===== config.mk =====
export PLATFORM = sky130hd
export DESIGN_NAME = img_rsz_coord_gen
export DESIGN_NICKNAME = d
export VERILOG_FILES = /design/src/rtl/img_rsz_pkg.sv /design/src/rtl/img_rsz_axis_acc.sv /design/src/rtl/img_rsz_coord_gen.sv
export SDC_FILE = /design/constraint.sdc
export NUM_CORES = 1
export LEC_CHECK = 0
export ABC_AREA = 1
export CORE_MARGIN = 2
export CORE_UTILIZATION = 60
export CTS_CLUSTER_SIZE = 25
export DETAILED_ROUTE_END_ITERATION = 10
export DONT_BUFFER_PORTS = 1
export PLACE_DENSITY = 0.73
export SLEW_MARGIN = 15
export SYNTH_ARGS = -nofsm -noshare
export SYNTH_HDL_FRONTEND = slang
export SYNTH_HIERARCHICAL = 1
export SYNTH_SLANG_ARGS = --single-unit
export TNS_END_PERCENT = 5

===== constraint.sdc =====
create_clock -name Clk -period 7.4 [get_ports Clk]
set_clock_uncertainty 0.1 [all_clocks]
set_input_delay 0.74 -clock Clk [delete_from_list [all_inputs] [get_ports Clk]]
set_output_delay 0.74 -clock Clk [all_outputs]
set_load 0.005 [all_outputs]

===== src/rtl/img_rsz_pkg.sv =====
// img_rsz_pkg: shared types and default widths for the image resizer.
// Center-aligned mapping is selected with IMG_RSZ_CENTER_ALIGN_EN.
package img_rsz_pkg;

   localparam int IMG_RSZ_DIM_W  = 12;
   localparam int IMG_RSZ_FRAC_W = 4;

   typedef enum logic [1:0] {
      CG_IDLE,
      CG_REQ_Y,
      CG_REQ_X,
      CG_DONE
   } img_rsz_cg_state_t;

   typedef struct packed {
      logic is_y;
      logic eol;
      logic eof;
   } img_rsz_tag_t;

endpackage


===== src/rtl/img_rsz_axis_acc.sv =====
// img_rsz_axis_acc: per-axis numerator accumulator and denominator.
// IMG_RSZ_CENTER_ALIGN_EN selects pixel-center instead of corner mapping.
module img_rsz_axis_acc
   import img_rsz_pkg::*;
#(
   parameter int DIM_W = IMG_RSZ_DIM_W,
   parameter int FRAC_W = IMG_RSZ_FRAC_W,
   parameter int NUM_W = 40,
   parameter int DEN_W = 32
) (
   input  logic             Clk,
   input  logic             Rst,
   input  logic             Load,
   input  logic             Inc,
   input  logic [DIM_W-1:0] S,
   input  logic [DIM_W-1:0] D,
   output logic [NUM_W-1:0] Acc,
   output logic [DEN_W-1:0] Den
);

   logic [NUM_W-1:0] s_ext;
   logic [NUM_W-1:0] init_val;
   logic [NUM_W-1:0] step_val;

   assign s_ext = NUM_W'(S);

`ifdef IMG_RSZ_CENTER_ALIGN_EN
   assign init_val = s_ext << FRAC_W;
   assign step_val = s_ext << (FRAC_W + 1);
   assign Den      = DEN_W'(D) << 1;
`else
   assign init_val = '0;
   assign step_val = s_ext << FRAC_W;
   assign Den      = DEN_W'(D);
`endif

   always_ff @(posedge Clk) begin
      if (Rst) begin
         Acc <= '0;
      end else if (Load) begin
         Acc <= init_val;
      end else if (Inc) begin
         Acc <= Acc + step_val;
      end
   end

endmodule


===== src/rtl/img_rsz_coord_gen.sv =====
// img_rsz_coord_gen: walks the destination raster and issues Y/X
// numerator/denominator requests to the divider (IMG_RSZ_CENTER_ALIGN_EN).
module img_rsz_coord_gen
   import img_rsz_pkg::*;
#(
   parameter int DIM_W = IMG_RSZ_DIM_W,
   parameter int FRAC_W = IMG_RSZ_FRAC_W,
   parameter int NUMINATOR_W = 40,
   parameter int DENOMINATOR_W = 32
) (
   input  logic                     Clk,
   input  logic                     Rst,
   input  logic [DIM_W-1:0]         CfgSrcW,
   input  logic [DIM_W-1:0]         CfgSrcH,
   input  logic [DIM_W-1:0]         CfgDstW,
   input  logic [DIM_W-1:0]         CfgDstH,
   input  logic                     Start,
   output logic                     Busy,
   output logic                     CfgErr,
   output logic                     FrameDone,
   output logic [NUMINATOR_W-1:0]   Numinator,
   output logic [DENOMINATOR_W-1:0] Denominator,
   output logic                     TagIsY,
   output logic                     TagEol,
   output logic                     TagEof,
   output logic                     FwVld,
   input  logic                     FwRdy
);

   img_rsz_cg_state_t state_q, state_d;
   img_rsz_tag_t      tag;

   logic [DIM_W-1:0] src_w_q, src_h_q, dst_w_q, dst_h_q;
   logic [DIM_W-1:0] row_q, col_q;
   logic [DIM_W-1:0] s_y;
   logic             cfg_err_q;
   logic             cfg_zero, start_ok, cfg_bad;
   logic             is_y, is_x, hs, y_hs, x_hs;
   logic             last_col, last_row;

   logic [NUMINATOR_W-1:0]   acc_x, acc_y;
   logic [DENOMINATOR_W-1:0] den_x, den_y;

   assign is_y     = (state_q == CG_REQ_Y);
   assign is_x     = (state_q == CG_REQ_X);
   assign hs       = FwVld & FwRdy;
   assign y_hs     = is_y & hs;
   assign x_hs     = is_x & hs;
   assign last_col = (col_q == dst_w_q - DIM_W'(1));
   assign last_row = (row_q == dst_h_q - DIM_W'(1));
   assign cfg_zero = (CfgSrcW == '0) | (CfgSrcH == '0)
                   | (CfgDstW == '0) | (CfgDstH == '0);

   // Y step must come from the latched height once the frame runs.
   assign s_y = (state_q == CG_IDLE) ? CfgSrcH : src_h_q;

   img_rsz_axis_acc #(
      .DIM_W(DIM_W), .FRAC_W(FRAC_W),
      .NUM_W(NUMINATOR_W), .DEN_W(DENOMINATOR_W)
   ) u_acc_y (
      .Clk(Clk), .Rst(Rst),
      .Load(start_ok), .Inc(y_hs),
      .S(s_y), .D(dst_h_q),
      .Acc(acc_y), .Den(den_y)
   );

   img_rsz_axis_acc #(
      .DIM_W(DIM_W), .FRAC_W(FRAC_W),
      .NUM_W(NUMINATOR_W), .DEN_W(DENOMINATOR_W)
   ) u_acc_x (
      .Clk(Clk), .Rst(Rst),
      .Load(y_hs), .Inc(x_hs & ~last_col),
      .S(src_w_q), .D(dst_w_q),
      .Acc(acc_x), .Den(den_x)
   );

   always_comb begin
      state_d  = state_q;
      start_ok = 1'b0;
      cfg_bad  = 1'b0;
      unique case (state_q)
         CG_IDLE: begin
            if (Start && cfg_zero) begin
               cfg_bad = 1'b1;
            end else if (Start) begin
               start_ok = 1'b1;
               state_d  = CG_REQ_Y;
            end
         end
         CG_REQ_Y: if (hs) state_d = CG_REQ_X;
         CG_REQ_X: begin
            if (hs && last_col)
               state_d = last_row ? CG_DONE : CG_REQ_Y;
         end
         CG_DONE:  state_d = CG_IDLE;
         default:  state_d = CG_IDLE;
      endcase
   end

   always_ff @(posedge Clk) begin
      if (Rst) begin
         state_q   <= CG_IDLE;
         cfg_err_q <= 1'b0;
         src_w_q   <= '0;
         src_h_q   <= '0;
         dst_w_q   <= '0;
         dst_h_q   <= '0;
         row_q     <= '0;
         col_q     <= '0;
      end else begin
         state_q   <= state_d;
         cfg_err_q <= cfg_bad;
         if (start_ok) begin
            src_w_q <= CfgSrcW;
            src_h_q <= CfgSrcH;
            dst_w_q <= CfgDstW;
            dst_h_q <= CfgDstH;
            row_q   <= '0;
         end
         if (y_hs)
            col_q <= '0;
         else if (x_hs && !last_col)
            col_q <= col_q + DIM_W'(1);
         if (x_hs && last_col && !last_row)
            row_q <= row_q + DIM_W'(1);
      end
   end

   always_comb begin
      Numinator   = '0;
      Denominator = '0;
      unique case (1'b1)
         is_y: begin
            Numinator   = acc_y;
            Denominator = den_y;
         end
         is_x: begin
            Numinator   = acc_x;
            Denominator = den_x;
         end
         default: ;
      endcase
   end

   assign tag.is_y = is_y;
   assign tag.eol  = is_x & last_col;
   assign tag.eof  = is_x & last_col & last_row;

   assign TagIsY    = tag.is_y;
   assign TagEol    = tag.eol;
   assign TagEof    = tag.eof;
   assign FwVld     = is_y | is_x;
   assign Busy      = (state_q != CG_IDLE);
   assign FrameDone = (state_q == CG_DONE);
   assign CfgErr    = cfg_err_q;

endmodule


# Word level (Yosys, flattened, before mapping)
# Index checks and enable logic that the tools add are counted.
[word_totals] ff_bits=155 input_bits=52 out_inout_bits=79
[op_classes] addsub=6 n_eq_ne=9 muxes=15 bitwise_logic=12 reduce_logical=18
[op_table] operator="$add A40 B16 Y40" n=2
[op_table] operator="$pmux W40 S2" n=1
[op_table] operator="$logic_not A12 Y1" n=4
[op_table] operator="$mux W12" n=3
[op_table] operator="$add A12 B1 Y12 const B" n=2
[op_table] operator="$eq A12 B12 Y1" n=2
[op_table] operator="$pmux W12 S2" n=1
[op_table] operator="$sub A12 B1 Y12 const B" n=2
[op_table] operator="$mux W2" n=5
[op_table] operator="$pmux W2 S4" n=1
[op_table] operator="$and A1 B1 Y1" n=6
[op_table] operator="$reduce_or A2 Y1" n=3
[op_table] operator="$logic_and A1 B1 Y1" n=5
[op_table] operator="$eq A2 B2 Y1 const B" n=2
[op_table] operator="$mux W1" n=4
[op_table] operator="$ne A2 B1 Y1 const B" n=2
[op_table] operator="$ne A2 B2 Y1 const B" n=2
[op_table] operator="$or A1 B1 Y1" n=4
[op_table] operator="$reduce_and A4 Y1" n=1
[op_table] operator="$reduce_bool A2 Y1" n=2
[op_table] operator="$eq A2 B1 Y1 const B" n=1
[op_table] operator="$logic_not A1 Y1" n=2
[op_table] operator="$logic_not A2 Y1" n=1
[op_table] operator="$not A1 Y1" n=2

# Depth between registers and ports, before layout
# Gate-level depths: netlist of run 1.
[depth] depth_word=9 mapped_depth=24 mapped_depth_nobuf=24

# Modules after synthesis
# Netlist of run 1, hierarchy kept.
[modules_own_cells] mod="img_rsz_coord_gen" n_inst=1 cells_per_inst=963 area_each_um2=5530.3 seq_area_each_um2=1501.4
[modules_own_cells] mod="img_rsz_axis_acc (u_acc_x)" n_inst=1 cells_per_inst=457 area_each_um2=2824.0 seq_area_each_um2=720.7
[modules_own_cells] mod="img_rsz_axis_acc (u_acc_y)" n_inst=1 cells_per_inst=456 area_each_um2=2762.6 seq_area_each_um2=720.7

# Least setup slack after synthesis of run 1
# OpenSTA, ideal clock, no wires.
[synth_timing] kind="reg-to-reg" from="register state_q[1]" to="register u_acc_y.Acc[20]" setup_ns=0.115 t_arrival_ns=2.495 path_slack_ns=4.690 stages_incl_launch_ff=17 synth_period_minus_slack_ns=2.710 path_cell_list="dfxtp_1 inv_1 ha_1 clkbuf_1 clkbuf_1 nand2_1 o21ai_0 ha_1 fa_1 nand3_1 nand3_1 nand3_1 nand3_2 nand2_2 clkinv_1 a21oi_1 nor2_1"
[synth_rtl] element="start: declaration" line="img_rsz_coord_gen.sv:30" text="img_rsz_cg_state_t state_q, state_d;"
[synth_rtl] element="start signal: assignment" line="img_rsz_coord_gen.sv:111" text="state_q <= state_d;"
[synth_rtl] element="$logic_not A2 Y1" line="img_rsz_coord_gen.sv:55" text="assign s_y = (state_q == CG_IDLE) ? CfgSrcH : src_h_q;"
[synth_rtl] element="$mux W12" line="img_rsz_coord_gen.sv:55"
[synth_rtl] element="named net s_y[0]" line="img_rsz_coord_gen.sv:35" text="logic [DIM_W-1:0] s_y;"
[synth_rtl] element="$add A40 B16 Y40" line="img_rsz_axis_acc.sv:43" text="Acc <= Acc + step_val;"
[synth_rtl] element="end signal: assignment" line="img_rsz_axis_acc.sv:41" text="Acc <= init_val;"
[synth_rtl] element="end signal: assignment" line="img_rsz_axis_acc.sv:43"
[synth_rtl] element="end: declaration" line="img_rsz_axis_acc.sv:17" text="output logic [NUM_W-1:0] Acc,"
# The timed path passes the listed nets, and every way through them passes these cells.
# A chain may end at the register's enable or synchronous reset.

# Final worst setup path of run 1
[layout_timing] from="register dst_h_q[0]" to="output port TagEof"
[layout_via] elab_chain_len=3
[layout_rtl] element="start: declaration" line="img_rsz_coord_gen.sv:33" text="logic [DIM_W-1:0] src_w_q, src_h_q, dst_w_q, dst_h_q;"
[layout_rtl] element="start signal: assignment" line="img_rsz_coord_gen.sv:117" text="dst_h_q <= CfgDstH;"
[layout_rtl] element="$sub A12 B1 Y12" line="img_rsz_coord_gen.sv:50" text="assign last_row = (row_q == dst_h_q - DIM_W'(1));"
[layout_rtl] element="$eq A12 B12 Y1" line="img_rsz_coord_gen.sv:50"
[layout_rtl] element="$and A1 B1 Y1" line="img_rsz_coord_gen.sv:147" text="assign tag.eof = is_x & last_col & last_row;"
[layout_rtl] element="end: declaration" line="img_rsz_coord_gen.sv:25" text="output logic TagEof,"
# No other way between the ends.

==> results of run 1 <==
-- per-stage QoR --
step | util, % | total power, mW
after global placement | 60.0 | 2.22
after global routing | 63.4 | 3.39
after floorplan | - | 2.04
after detailed placement | 60.0 | 2.24
final | 63.4 | 3.16
after CTS | 63.4 | 3.15
-- worst reg2reg max path: stages (launching register included) --
cell     delay (ns)
dfxtp_1        0.32
inv_1          0.11
ha_1           0.32
nand2_2        0.13
nor2_4         0.13
nand2_1        0.07
nand2_1        0.07
nand3_1        0.11
nand2_1        0.09
nor2_1         0.05
nand3_1        0.08
nand2_1        0.27
inv_2          0.55
inv_2          0.22
nor2_1         0.20
nand3_1        0.11
nor2_1         0.25
nand3_1        0.14
o21ai_0        0.17
nor2_1         0.05
-- final cells by class --
class / count / share of cell area, %
Clock buffer: 21 / 4.01
Clock inverter: 10 / 1.36
Inverter: 232 / 7.59
Multi-Input combinational cell: 1411 / 58.4
Sequential cell: 147 / 25.7
Tap cell: 229 / 2.50
Timing Repair Buffer: 8 / 0.524
-- layout by cell type (no fill, tap or decap), types with 34 or more instances in the layout --
master	n
nand2_1	529
conb_1	48
nor3_1	34
nand3_1	100
inv_1	220
o21ai_0	92
nor2_1	260
nand4_1	34
dfxtp_1	147
a21oi_1	154
-- worst min path at each step --
stage	slack, ns	depth (start not counted)	to	startpoint
floorplan	0.32	2	src_h_q[0]	src_h_q[0]
global placement	0.33	2	src_h_q[5]	src_h_q[5]
detailed placement	0.34	2	src_h_q[4]	src_h_q[4]
CTS	0.26	1	row_q[4]	Rst
global route	0.25	1	row_q[4]	Rst
finish	0.27	1	row_q[4]	Rst
-- routing by layer --
layer | wire length, um | GRT usage, %
met1 | 14600 | 44.2
met2 | 12700 | 46.6
met3 | 2170 | 6.84
met4 | 723 | 9.09
met5 | 0 | 0
-- kinds of logic (layout without fill, tap and decap cells) --
| family | after synthesis | after routing | share of synthesized area, % |
|---|---|---|---|
| buffers and inverters | 364 | 271 | 14.9 |
| other | 2 | 48 | 0.0676 |
| flip-flops | 147 | 147 | 26.5 |
| adder cells (fa/ha/maj) | 34 | 34 | 3.96 |
| XOR/XNOR | 44 | 44 | 3.47 |
| AND/OR/NAND/NOR | 1014 | 1014 | 38.4 |
| AO/OA/AOI/OAI | 271 | 271 | 12.7 |
-- flip-flops by register name, summed over array words and instances, names as in the netlist --
| signal | count |
|---|---|
| src_h_q | 12 |
| CfgErr | 1 |
| row_q | 12 |
| col_q | 12 |
| state_q | 2 |
| dst_w_q | 12 |
| u_acc_y/Acc | 36 |
| dst_h_q | 12 |
| u_acc_x/Acc | 36 |
| src_w_q | 12 |
-- power breakdown --
group          internal, mW  total (mW)  switching [mW]
combinational         0.373        1.27           0.901
sequential            0.881       0.973          0.0917
clock                 0.578       0.918           0.340
total                  1.83        3.16            1.33
==> qor.yml, run 1 <==
cts:
  clock-sinks: 147
  clk_latency_ns: 0.43
  cts_root_buffer: "clkbuf_16"
  cts_tree: "yes"
  hold_buffers: 0
  path_clk_slew_ns: 0.06
  postCtsSetupBuffers: 0
  h-tree-depth: 4
  post_cts_resized: 0
  cts_buffer_depth: 2
  cts_buffers: 17
worst_setup_path:
  startpoint_type: "flop"
  cpPeakStageDelay_ns: 0.38
  crit_cells: 9
  r2r-end: "u_acc_x/Acc[37]"
  worstReg2RegStart: "dst_w_q[0]"
  crit_type: "flop to output port"
  cp.arrival_ns: 2.85
  cp_common_cell: "nand3_1"
  crit_family: "simple AND/OR/NAND/NOR gates"
  critPathCapture: "TagEof"
  cp_data_required_time_ns: 6.56
  reg2regPathDepth: 19
  path_cells: "clkinv_1 > ha_1 > xnor2_1 > or2_2 > nand2_1 > nand3_1 > nor4b_1 > nand3_1 > nor3_1"
  cp-end-kind: "output port"
  crit_start: "dst_h_q[0]"
  r2r_slack_ns: 3.76
  crit_path_max_fanout: 9
  cpMaxStageDelayCell: "ha_1"
  crit_buf_inv: 1
timing:
  post-route-min-period_ns: 3.69
  hold-worst-slack_ns: 0.269
  tightest_slew_ns: 0.942
  max_clock_freq_mhz: 271
  tns_ns: 0
  fin_crit_sh_pct: 49.9
  setup_viol: 0
  setup_slack_ns: 3.71
  rsz0062_at_grt: "false"
  hold_viol: 0
  maxSlewHeadroom_pct: 37.2
  final_max_slew_viol_count: 0
floorplanning:
  ios: 131
  start_util_pct: 61.5
  rows: 49
  die-width_um: 140
  dieArea_um2: 19600
  fp.dieH_um: 140
  core_area_um2: 18100
status:
  status: "finished with violations"
  violations: "design-rule violations"
logic_synthesis:
  synth_top_cell_by_area: "dfxtp_1"
  async_reset_ff_share_pct: 0
  synthMostInstantiatedCell: "nand2_1"
  synth-seq-area-share_pct: 26.5
  synth_top_area_share_pct: 26.5
  ys_ff_latch: 147
  synthCells: 1876
  synth-main-ff-cell: "dfxtp_1"
  yosysWarnings: 6
  synthDistinctLibCells: 41
  synth_area_um2: 11100
  synth-edff-count: 0
  ys_top_cells_by_count: "nand2_1 (529), nor2_1 (260), inv_1 (220)"
  avgSynthCellArea_um2: 5.93
  ys_top_cells_by_area: "dfxtp_1 (26%), nand2_1 (18%), nor2_1 (8.8%), inv_1 (7.4%), a21oi_1 (6.9%)"
global_routing:
  grt_pass1_wl_um: 49500
  track_usage_pct: 30.8
  antenna_found_initial: 0
  grt_pass1_vias: 10042
  grt_start_max_net_pins: 88
  overflow: 0
routing:
  postRouteAntennaNets: 0
  drt_iter0_markers: 1146
  routedWlPerCell_um: 14.7
  viasPerCell: 5.42
  wl_um: 30200
  drt-pass1-iter-count: 9
  drcViolationCount: 6
  vias: 11161
placement:
  dp_hpwl_um: 22400
  pre_cts_ws_ns: 3.85
  globalplace.congestion: 0.946
  place_area_um2: 10900
  portBuffers: 0
  place_inst: 2027
power_and_ir_drop:
  power_density_nw_per_um2: 276
  irDropWorstVdd_mv: 0.203
  p_leak_nw: 4.98
finish:
  antenna_cells: 0
  fin_area_um2: 11500
  drive_above_1_share_pct: 4.98
  num-fill-cells: 1803
  finalNetCount: 1903
  area_growth_pct: 3.20
  regArea_um2: 2940
  multi_input_area_um2: 6700
  stdcell_count: 2058
flow_run:
  max_cap_violations: 0
min_path:
  hp-class: "input pin to flop"
Power figures use the tool's default switching activity.
==> run 2, diff against run 1 <==
--- a/config.mk
+++ b/config.mk
@@ -7,11 +7,11 @@
 export LEC_CHECK = 0
 export ABC_AREA = 1
 export CORE_MARGIN = 2
-export CORE_UTILIZATION = 60
+export CORE_UTILIZATION = 59
 export CTS_CLUSTER_SIZE = 25
 export DETAILED_ROUTE_END_ITERATION = 10
 export DONT_BUFFER_PORTS = 1
-export PLACE_DENSITY = 0.73
+export PLACE_DENSITY = 0.75
 export SLEW_MARGIN = 15
 export SYNTH_ARGS = -nofsm -noshare
 export SYNTH_HDL_FRONTEND = slang
==> constraint.sdc (replaced) <==
create_clock -name Clk -period 3.25 [get_ports Clk]
set_clock_uncertainty 0.1 [all_clocks]
set_input_delay 0.325 -clock Clk [delete_from_list [all_inputs] [get_ports Clk]]
set_output_delay 0.325 -clock Clk [all_outputs]
set_load 0.005 [all_outputs]
==> run 2 against run 1 <==
Against the previous run: the run now ends clean; hold slack got worse by 0.27 ns; sequential power up 130%; setup slack got worse by 3.5 ns; total power rose by 130%; non-clock buffer count up 33; via count rose by 1.4%; register-to-register slack worse by 3.5 ns; flip-flop and latch count did not move; first-iteration DRC count shrank 7.9%; cell count rose by 1.9%; critical endpoint unchanged.
==> qor.yml, run 2 (synthesis results as in run 1) <==
finish:
  finalNetCount: 1936
  drive_above_1_share_pct: 5.26
  finish.utilization_pct: 63.6
  final_cell_mix: "nand2_1 (529), nor2_1 (260), inv_1 (220)"
  fin_area_um2: 11800
  largestRegisters: "u_acc_x/Acc (36), u_acc_y/Acc (36)"
  antenna_cells: 0
  area_growth_pct: 6.29
  final_common_cell: "nand2_1"
routing:
  drcViolationCount: 0
  postRouteAntennaNets: 0
  drt_iter0_markers: 1055
  drt-pass1-iter-count: 8
  wl_um: 31300
  vias: 11315
  routedWlPerCell_um: 14.9
  viasPerCell: 5.40
worst_setup_path:
  crit_type: "flop to output port"
  cp_data_required_time_ns: 2.82
  startpoint_type: "flop"
  cp_common_cell: "nand3_1"
  cp-end-kind: "output port"
  cpMaxStageDelayCell: "dfxtp_1"
  crit_path_max_fanout: 6
  cp.arrival_ns: 2.62
  cpPeakStageDelay_ns: 0.39
  path_cells: "clkinv_1 > ha_1 > xnor2_1 > or2_2 > nand2_1 > nand3_1 > nor4b_1 > nand3_1 > nor3_1"
  reg2regPathDepth: 15
global_routing:
  grt_pass1_wl_um: 51100
  antenna_found_initial: 0
  overflow: 0
  grt_pass1_vias: 10245
  track_usage_pct: 31.6
  grt_start_max_net_pins: 88
timing:
  tns_ns: 0
  rsz0062_at_grt: "false"
  setup_viol: 0
  maxSlewHeadroom_pct: 47.1
  fin_crit_sh_pct: 93.8
  post-route-min-period_ns: 3.05
  setup_slack_ns: 0.203
  max_clock_freq_mhz: 328
  tightest_slew_ns: 0.793
  final_max_slew_viol_count: 0
  hold_viol: 0
min_path:
  min_path_cells: 2
  hp-class: "input pin to flop"
flow_run:
  max_cap_violations: 0
power_and_ir_drop:
  power_density_nw_per_um2: 624
  power.switching_mw: 3.10
  irDropWorstVdd_mv: 0.504
  p_leak_nw: 5.14
  comb_power_share_pct: 41.2
  switching_share_pct: 42.1
  p_clk_share_pct: 28.9
  p_int_mw: 4.27
  seq_power_share_pct: 30.0
placement:
  dp_hpwl_um: 22600
  portBuffers: 0
  pre_cts_ws_ns: 0.411
  globalplace.congestion: 0.954
  place_area_um2: 10900
cts:
  cts_tree: "yes"
  cts_buffers: 17
  cts_root_buffer: "clkbuf_16"
  clk_latency_ns: 0.43
  path_clk_slew_ns: 0.06
  cts_buffer_depth: 2
  clock-sinks: 147
  post_cts_resized: 0
  h-tree-depth: 4
floorplanning:
  core_area_um2: 18600
  die-width_um: 141
  dieArea_um2: 20000
  rows: 50
  ios: 131
  fp.dieH_um: 141
  start_util_pct: 59.8
status:
  status: "complete, no violations"
[run 2: routing by layer]
| metal | vias up | share of wire [%] | wire length, um | GRT usage, % |
|---|---|---|---|---|
| met5 | - | 0 | 0 | 0 |
| met4 | 0 | 2.4 | 746 | 10.3 |
| met3 | 51 | 8.1 | 2540 | 5.94 |
| met2 | 447 | 43 | 13400 | 48.0 |
| met1 | 5055 | 47 | 14600 | 45.2 |
| li1 | 5762 | - | - | - |
[run 2: worst max-delay path, delay by kind of cell, from the launching register on]
family	cells	cell delay (ns)
XOR/XNOR	1	0.18
adder cells (fa/ha/maj)	1	0.29
buffers and inverters	1	0.11
flip-flops	1	0.39
AND/OR/NAND/NOR	6	1.23
[run 2: path summary, 6_finish.rpt]
kind	startpoint	end	slack (ns)
setup / recovery	dst_h_q[0]	TagEof	0.20
hold / removal	CfgSrcW[1]	src_w_q[1]	0.003
setup reg to reg	state_q[0]	u_acc_y/Acc[25]	0.29
hold reg to reg	src_h_q[11]	src_h_q[11]	0.35
[run 2: final cells by class]
| class | instances | area (um2) |
|---|---|---|
| Sequential cell | 147 | 2940 |
| Timing Repair Buffer | 41 | 385 |
| Clock buffer | 23 | 478 |
| Inverter | 232 | 871 |
| Multi-Input combinational cell | 1411 | 6700 |
| Clock inverter | 9 | 151 |
| Tap cell | 234 | 293 |
| Fill cell | 1739 | 6760 |
[run 2: metrics by stage]
| step | hold WS [ns] | cells | total power [mW] |
|---|---|---|---|
| after floorplan | 0.287 | 1922 | 4.64 |
| after global placement | 0.291 | 2039 | 5.11 |
| after detailed placement | 0.294 | 2039 | 5.15 |
| after CTS | 0.00124 | 2097 | 7.31 |
| after global routing | 0.00456 | 2097 | 7.87 |
| final | 0.00337 | 2097 | 7.37 |
[run 2: timing repair]
action / in CTS / in global routing
hold buffers: 26 / 0
endpoints found under the hold margin: 38 / 0
setup buffers: 0 / 0
[run 2: power groups by stage]
stage	clock (mW)	combinational (mW)	sequential (mW)
after detailed placement	0	2.91	2.24
after global placement	0	2.87	2.23
after floorplan	0	2.47	2.17
after global routing	2.22	3.42	2.23
final	2.13	3.03	2.21
after CTS	2.15	2.96	2.20
==> RTL edit 1 (config.mk and constraints of run 2) <==
Register the output `CfgErr` once more, without a reset; this adds one clock of latency there. The other outputs are not delayed to match.
--- a/src/rtl/img_rsz_coord_gen.sv
+++ b/src/rtl/img_rsz_coord_gen.sv
@@ -154,3 +154,5 @@
    assign FrameDone = (state_q == CG_DONE);
-   assign CfgErr    = cfg_err_q;
+   always_ff @(posedge Clk) begin
+      CfgErr <= cfg_err_q;
+   end
 
Formal check against the unedited RTL: not equivalent (a bounded check fails within 4 cycles, from zero or initial values and one cycle with Rst high).
==> RTL edit 1 against run 2 <==
- area after synthesis is 0.18% higher
- worst setup slack improved by 0.012 ns
- sequential cell count grew 1
- maximum frequency increased by 0.40%
- wire length down 1.4%
- final area up 0.72%
- total power shrank 0.51%
==> RTL edit 1: results (changes against run 2) <==
- CTS hold repair buffers: 32 (was 26)
- Net Switching: 3.10 mW (about the same)
- Share of cells above drive strength 1: 0.0540 (was 0.0526)
- Largest net degree at the start of global routing: 77 (was 88)
- Synth top cells by count: nand2_1, nor2_1, inv_1, a21oi_1, dfxtp_1 (unchanged)
- Htree depth: 4 (unchanged)
- Average size of a mapped cell: 5.93 sq um (about the same)
- Initial DRC Count: 1106 (was 1055)
- Met3 WL: 2.68 mm (was 2.54 mm)
- Max Clk Rate: 0.329 GHz (was 0.328 GHz)
- VDD IR max: 0.396 mV (was 0.504 mV)
- Reg2reg start: state_q[1] (was state_q[0])
- Fillers: 1747 (was 1739)
- Final Non-Filler Cells: 2105 (was 2097)
- Synth top area share: 0.266 (was 0.265)
- CP max FO: 9 (was 6)
- Vias in the first global route: 9995 (was 10200)
- Clk pwr share: 0.286 (was 0.289)
- Outcome: completed (unchanged)
- Met2 Usage GRT: 0.477 (was 0.480)
- GP Congestion: 0.957 (was 0.954)
- Met1 WL: 14.1 mm (was 14.6 mm)
- R2r setup slk: 0.39 ns (was 0.29 ns)
- Leakage: 5.16 nW (was 5.14 nW)
- Top cells by area, synth: dfxtp_1, nand2_1, nor2_1 (unchanged)
- GR Util met1: 0.423 (was 0.452)
- Global-route wire length before repair: 49.6 mm (was 51.1 mm)
- All-Layer GR Usage: 0.307 (was 0.316)
- Place WS: 0.438 ns (was 0.411 ns)
- TritonRoute pass-1 iters: 6 (was 8)
- Worst-margin pin slew: 0.769 ns (was 0.793 ns)
- Worst path arrival time: 2.61 ns (was 2.62 ns)
- Startpoint Class: register (unchanged)
- Cell total after placement: 2041 (was 2039)
- Critical Path End: TagEof (unchanged)
- Vias per Instance: 5.36 (was 5.40)
- Met3 GRT Util: 0.0665 (was 0.0594)
- RR Endpoint: u_acc_y/Acc[20] (was u_acc_y/Acc[25])
- Sequential area share after synthesis: 0.266 (was 0.265)
- Clk pin slew, worst setup/hold paths: 0.06 ns (about the same)
- Max-slew violation count: 0 (unchanged)
RTL edit 1: through the flow:
| stage | area (sq um) | power [mW] | hold slack [ns] |
|---|---|---|---|
| after global placement | 11000 | 5.11 | 0.211 |
| after detailed placement | 11000 | 5.16 | 0.218 |
| after CTS | 11900 | 7.30 | 0.000543 |
| final | 11900 | 7.34 | 0.00795 |
| after global routing | 11900 | 7.85 | 0.0133 |
| after floorplan | 11300 | 4.65 | 0.210 |
RTL edit 1: how the worst min path moves through the flow:
stage	from	to	slack, ns	cells after the start
2_1_floorplan	cfg_err_q	CfgErr	0.21	0
3_3_place_gp	cfg_err_q	CfgErr	0.21	0
3_5_place_dp	cfg_err_q	CfgErr	0.22	0
4_1_cts	CfgDstW[5]	dst_w_q[5]	0.0005	2
5_1_grt	CfgSrcH[6]	src_h_q[6]	0.01	2
6_report	CfgSrcH[6]	src_h_q[6]	0.008	2
RTL edit 1: cells by family (layout without fill, tap and decap cells):
| group | after synthesis | after routing | synth area share |
|---|---|---|---|
| xor gates and xnor gates | 44 | 44 | 0.0346 |
| and+or+nand+nor | 1014 | 1014 | 0.383 |
| buffers and inverters | 364 | 312 | 0.149 |
| AOI/OAI and AO/OA | 271 | 271 | 0.127 |
| adders and majority gates | 34 | 34 | 0.0395 |
| other | 2 | 48 | 0.000674 |
| DFF | 148 | 148 | 0.266 |
RTL edit 1: cell type report:
class | instances | area (sq um) | area share
clock buffers | 20 | 437 | 0.0367
clock inverters | 12 | 181 | 0.0152
inverters | 232 | 875 | 0.0735
multi-input cells | 1411 | 6700 | 0.563
flip-flops and latches | 148 | 2960 | 0.249
well taps | 234 | 293 | 0.0246
repair buffers | 48 | 453 | 0.0381
==> RTL edit 2 (config.mk and constraints of run 2) <==
Without the edit above. Build with the macro `IMG_RSZ_CENTER_ALIGN_EN` defined.
--- a/src/rtl/img_rsz_axis_acc.sv
+++ b/src/rtl/img_rsz_axis_acc.sv
@@ -2,2 +2,4 @@
 // IMG_RSZ_CENTER_ALIGN_EN selects pixel-center instead of corner mapping.
+`define IMG_RSZ_CENTER_ALIGN_EN
+
 module img_rsz_axis_acc
Behaviour: not the same (a bounded check fails within 4 cycles, from zero or initial values and one cycle with Rst high).
==> RTL edit 2 against run 2 <==
- sequential cell count stayed put
- wire length is 5.5% higher
- total power is 7.6% higher
- sequential share of layout area is 0.88 points lower
- worst setup slack worse by 0.026 ns
- combinational power is 17% higher
- final area is 3.7% higher
- first-iteration DRC count is 4.2% lower
- cell count is 3.2% higher
- critical path depth stayed put
- largest cell class unchanged
- global-route usage is 1.3 points higher
- area after synthesis is 2.3% higher
- critical path type unchanged
- non-clock buffer count is 15 higher
==> RTL edit 2: results (changes against run 2) <==
- VDD IR max: 0.548 mV (was 0.504 mV)
- Initial DRC Count: 1011 (was 1055)
- Fillers: 1780 (was 1739)
- GP Congestion: 0.981 (was 0.954)
- CP delay by family, top: simple AND/OR/NAND/NOR gates (unchanged)
- CP max FO: 9 (was 6)
- TritonRoute pass-1 iters: 6 (was 8)
- Share of cells above drive strength 1: 0.0656 (was 0.0526)
- RR Endpoint: u_acc_y/Acc[27] (was u_acc_y/Acc[25])
- Sequential area share after synthesis: 0.259 (was 0.265)
- Worst path arrival time: 2.65 ns (was 2.62 ns)
- Post-Synth Adder-Cell Area: 0.0387 (was 0.0396)
- Outcome: completed (unchanged)
- Post-synth EDFFs: 0 (unchanged)
- Top cells by area, synth: dfxtp_1, nand2_1, a21oi_1 (was dfxtp_1, nand2_1, nor2_1)
- Worst-margin pin slew: 0.778 ns (was 0.793 ns)
- Post-DP HPWL: 24.0 mm (was 22.6 mm)
- Largest net degree at the start of global routing: 88 (unchanged)
- Synth top cells by count: nand2_1, nor2_1, inv_1, a21oi_1, dfxtp_1 (unchanged)
- Met2 Usage GRT: 0.496 (was 0.480)
- Cell count of the worst reg-to-reg path: 13 (was 15)
- All-Layer GR Usage: 0.329 (was 0.316)
- Hold depth: 2 (unchanged)
- Hold path endpoint: dst_h_q[1] (was src_w_q[1])
- Reg2reg start: state_q[1] (was state_q[0])
- # port buffers: 0 (unchanged)
- Vias in the first global route: 10600 (was 10200)
- Initial antenna violation count: 0 (unchanged)
- Wirelength per Cell: 15.2 um (was 14.9 um)
- Met3 GRT Util: 0.0664 (was 0.0594)
- Cell total after placement: 2092 (was 2039)
- Final nets: 1978 (was 1936)
- Vias per Instance: 5.49 (was 5.40)
- Yosys warns: 6 (unchanged)
- Slowest-stage cell, CP: dfxtp_1 (unchanged)
- Hold path start: CfgDstH[1] (was CfgSrcW[1])
- Global-route wire length before repair: 53.6 mm (was 51.1 mm)
- R2r setup slk: 0.27 ns (was 0.29 ns)
- Crit share post-route: 0.946 (was 0.938)
- Leakage: 5.08 nW (was 5.14 nW)
- Count of different cell masters after synthesis: 42 (was 41)
- Routed WL: 33.0 mm (was 31.3 mm)
- TritonCTS Buffers: 17 (unchanged)
- Max incr delay on CP: 0.43 ns (was 0.39 ns)
- GR Util met1: 0.473 (was 0.452)
- Post-synthesis instance total: 1907 (was 1876)
- XOR/XNOR share of the synthesized area: 0.0331 (was 0.0347)
- Complex-gate fraction of the synthesized area: 0.137 (was 0.127)
RTL edit 2: cell types whose count changed in the layout (fill, tap and decap cells not counted), sizes merged, moves of 8 or more:
cell         delta
a21oi          +31
o21bai          -9
o21ai          -24
a22oi          +10
a31oi           +8
nand2          +46
inv            -28
nor2           -43
dlygate4sd3    +14
nand4          -14
or2            +10
nand3          +31
RTL edit 2: logic make-up (layout without fill, tap and decap cells):
kind of cell	after synthesis	in the layout
buf+inv	332	284
compound gates	291	291
simple gates	1058	1058
fa+ha+maj	34	34
flops	147	147
xor+xnor	43	43
other cells	2	48
RTL edit 2: layout make-up:
type                            count  share of cell area
Inverter                          196              0.0601
Sequential cell                   147               0.240
Clock inverter                     15              0.0160
Clock buffer                       17              0.0347
Multi-Input combinational cell   1474               0.577
Timing Repair Buffer               56              0.0456
Tap cell                          260              0.0266
RTL edit 2: worst max path at each step:
| stage | slack [ns] | depth (start not counted) | from | to |
|---|---|---|---|---|
| after floorplan | 0.49 | 20 | state_q[1] | u_acc_y/Acc[25] |
| after global placement | 0.34 | 15 | state_q[1] | u_acc_y/Acc[22] |
| after detailed placement | 0.31 | 13 | state_q[1] | u_acc_y/Acc[27] |
| after CTS | 0.17 | 9 | dst_h_q[0] | TagEof |
| after global routing | 0.02 | 19 | dst_w_q[1] | u_acc_x/Acc[39] |
| final | 0.18 | 9 | dst_h_q[0] | TagEof |
RTL edit 2: worst register-to-register path: stages, from the launching register on:
cell     delay, ns
dfxtp_1       0.42
inv_1         0.11
ha_1          0.30
buf_12        0.20
o21ai_0       0.33
ha_1          0.36
nand2_1       0.11
inv_1         0.06
a21oi_1       0.21
nand3_1       0.19
nand2_1       0.10
nand2_1       0.12
a21oi_1       0.18
nor2_1        0.08
RTL edit 2: layer usage:
layer	routed length [um]	part of all wire
met5	0	0
met4	765	0.023
met3	2760	0.084
met2	14100	0.43
met1	15300	0.46
RTL edit 2: repair_timing:
action / CTS / global route
gates resized for setup: 0 / 2
hold endpoints to repair: 77 / 0
hold buffers: 41 / 0
endpoints found under the setup margin: 0 / 5
RTL edit 2: metrics by stage:
stage | util | area [sq um] | setup slack [ns] | power (mW) | hold WS (ns)
after CTS | 0.651 | 12300 | 0.173 | 7.87 | 0.000994
after global routing | 0.651 | 12300 | 0.0183 | 8.51 | 0.00562
after floorplan | - | 11500 | 0.487 | 5.07 | 0.287
final | 0.651 | 12300 | 0.176 | 7.94 | 0.00955
after global placement | 0.595 | 11200 | 0.336 | 5.66 | 0.291
after detailed placement | 0.595 | 11200 | 0.310 | 5.69 | 0.294
RTL edit 2: power by group:
group          switching (mW)  internal [mW]  leakage [nW]
clock network           0.880           1.23         0.295
logic                    2.43           1.10          3.58
registers               0.256           2.04          1.20
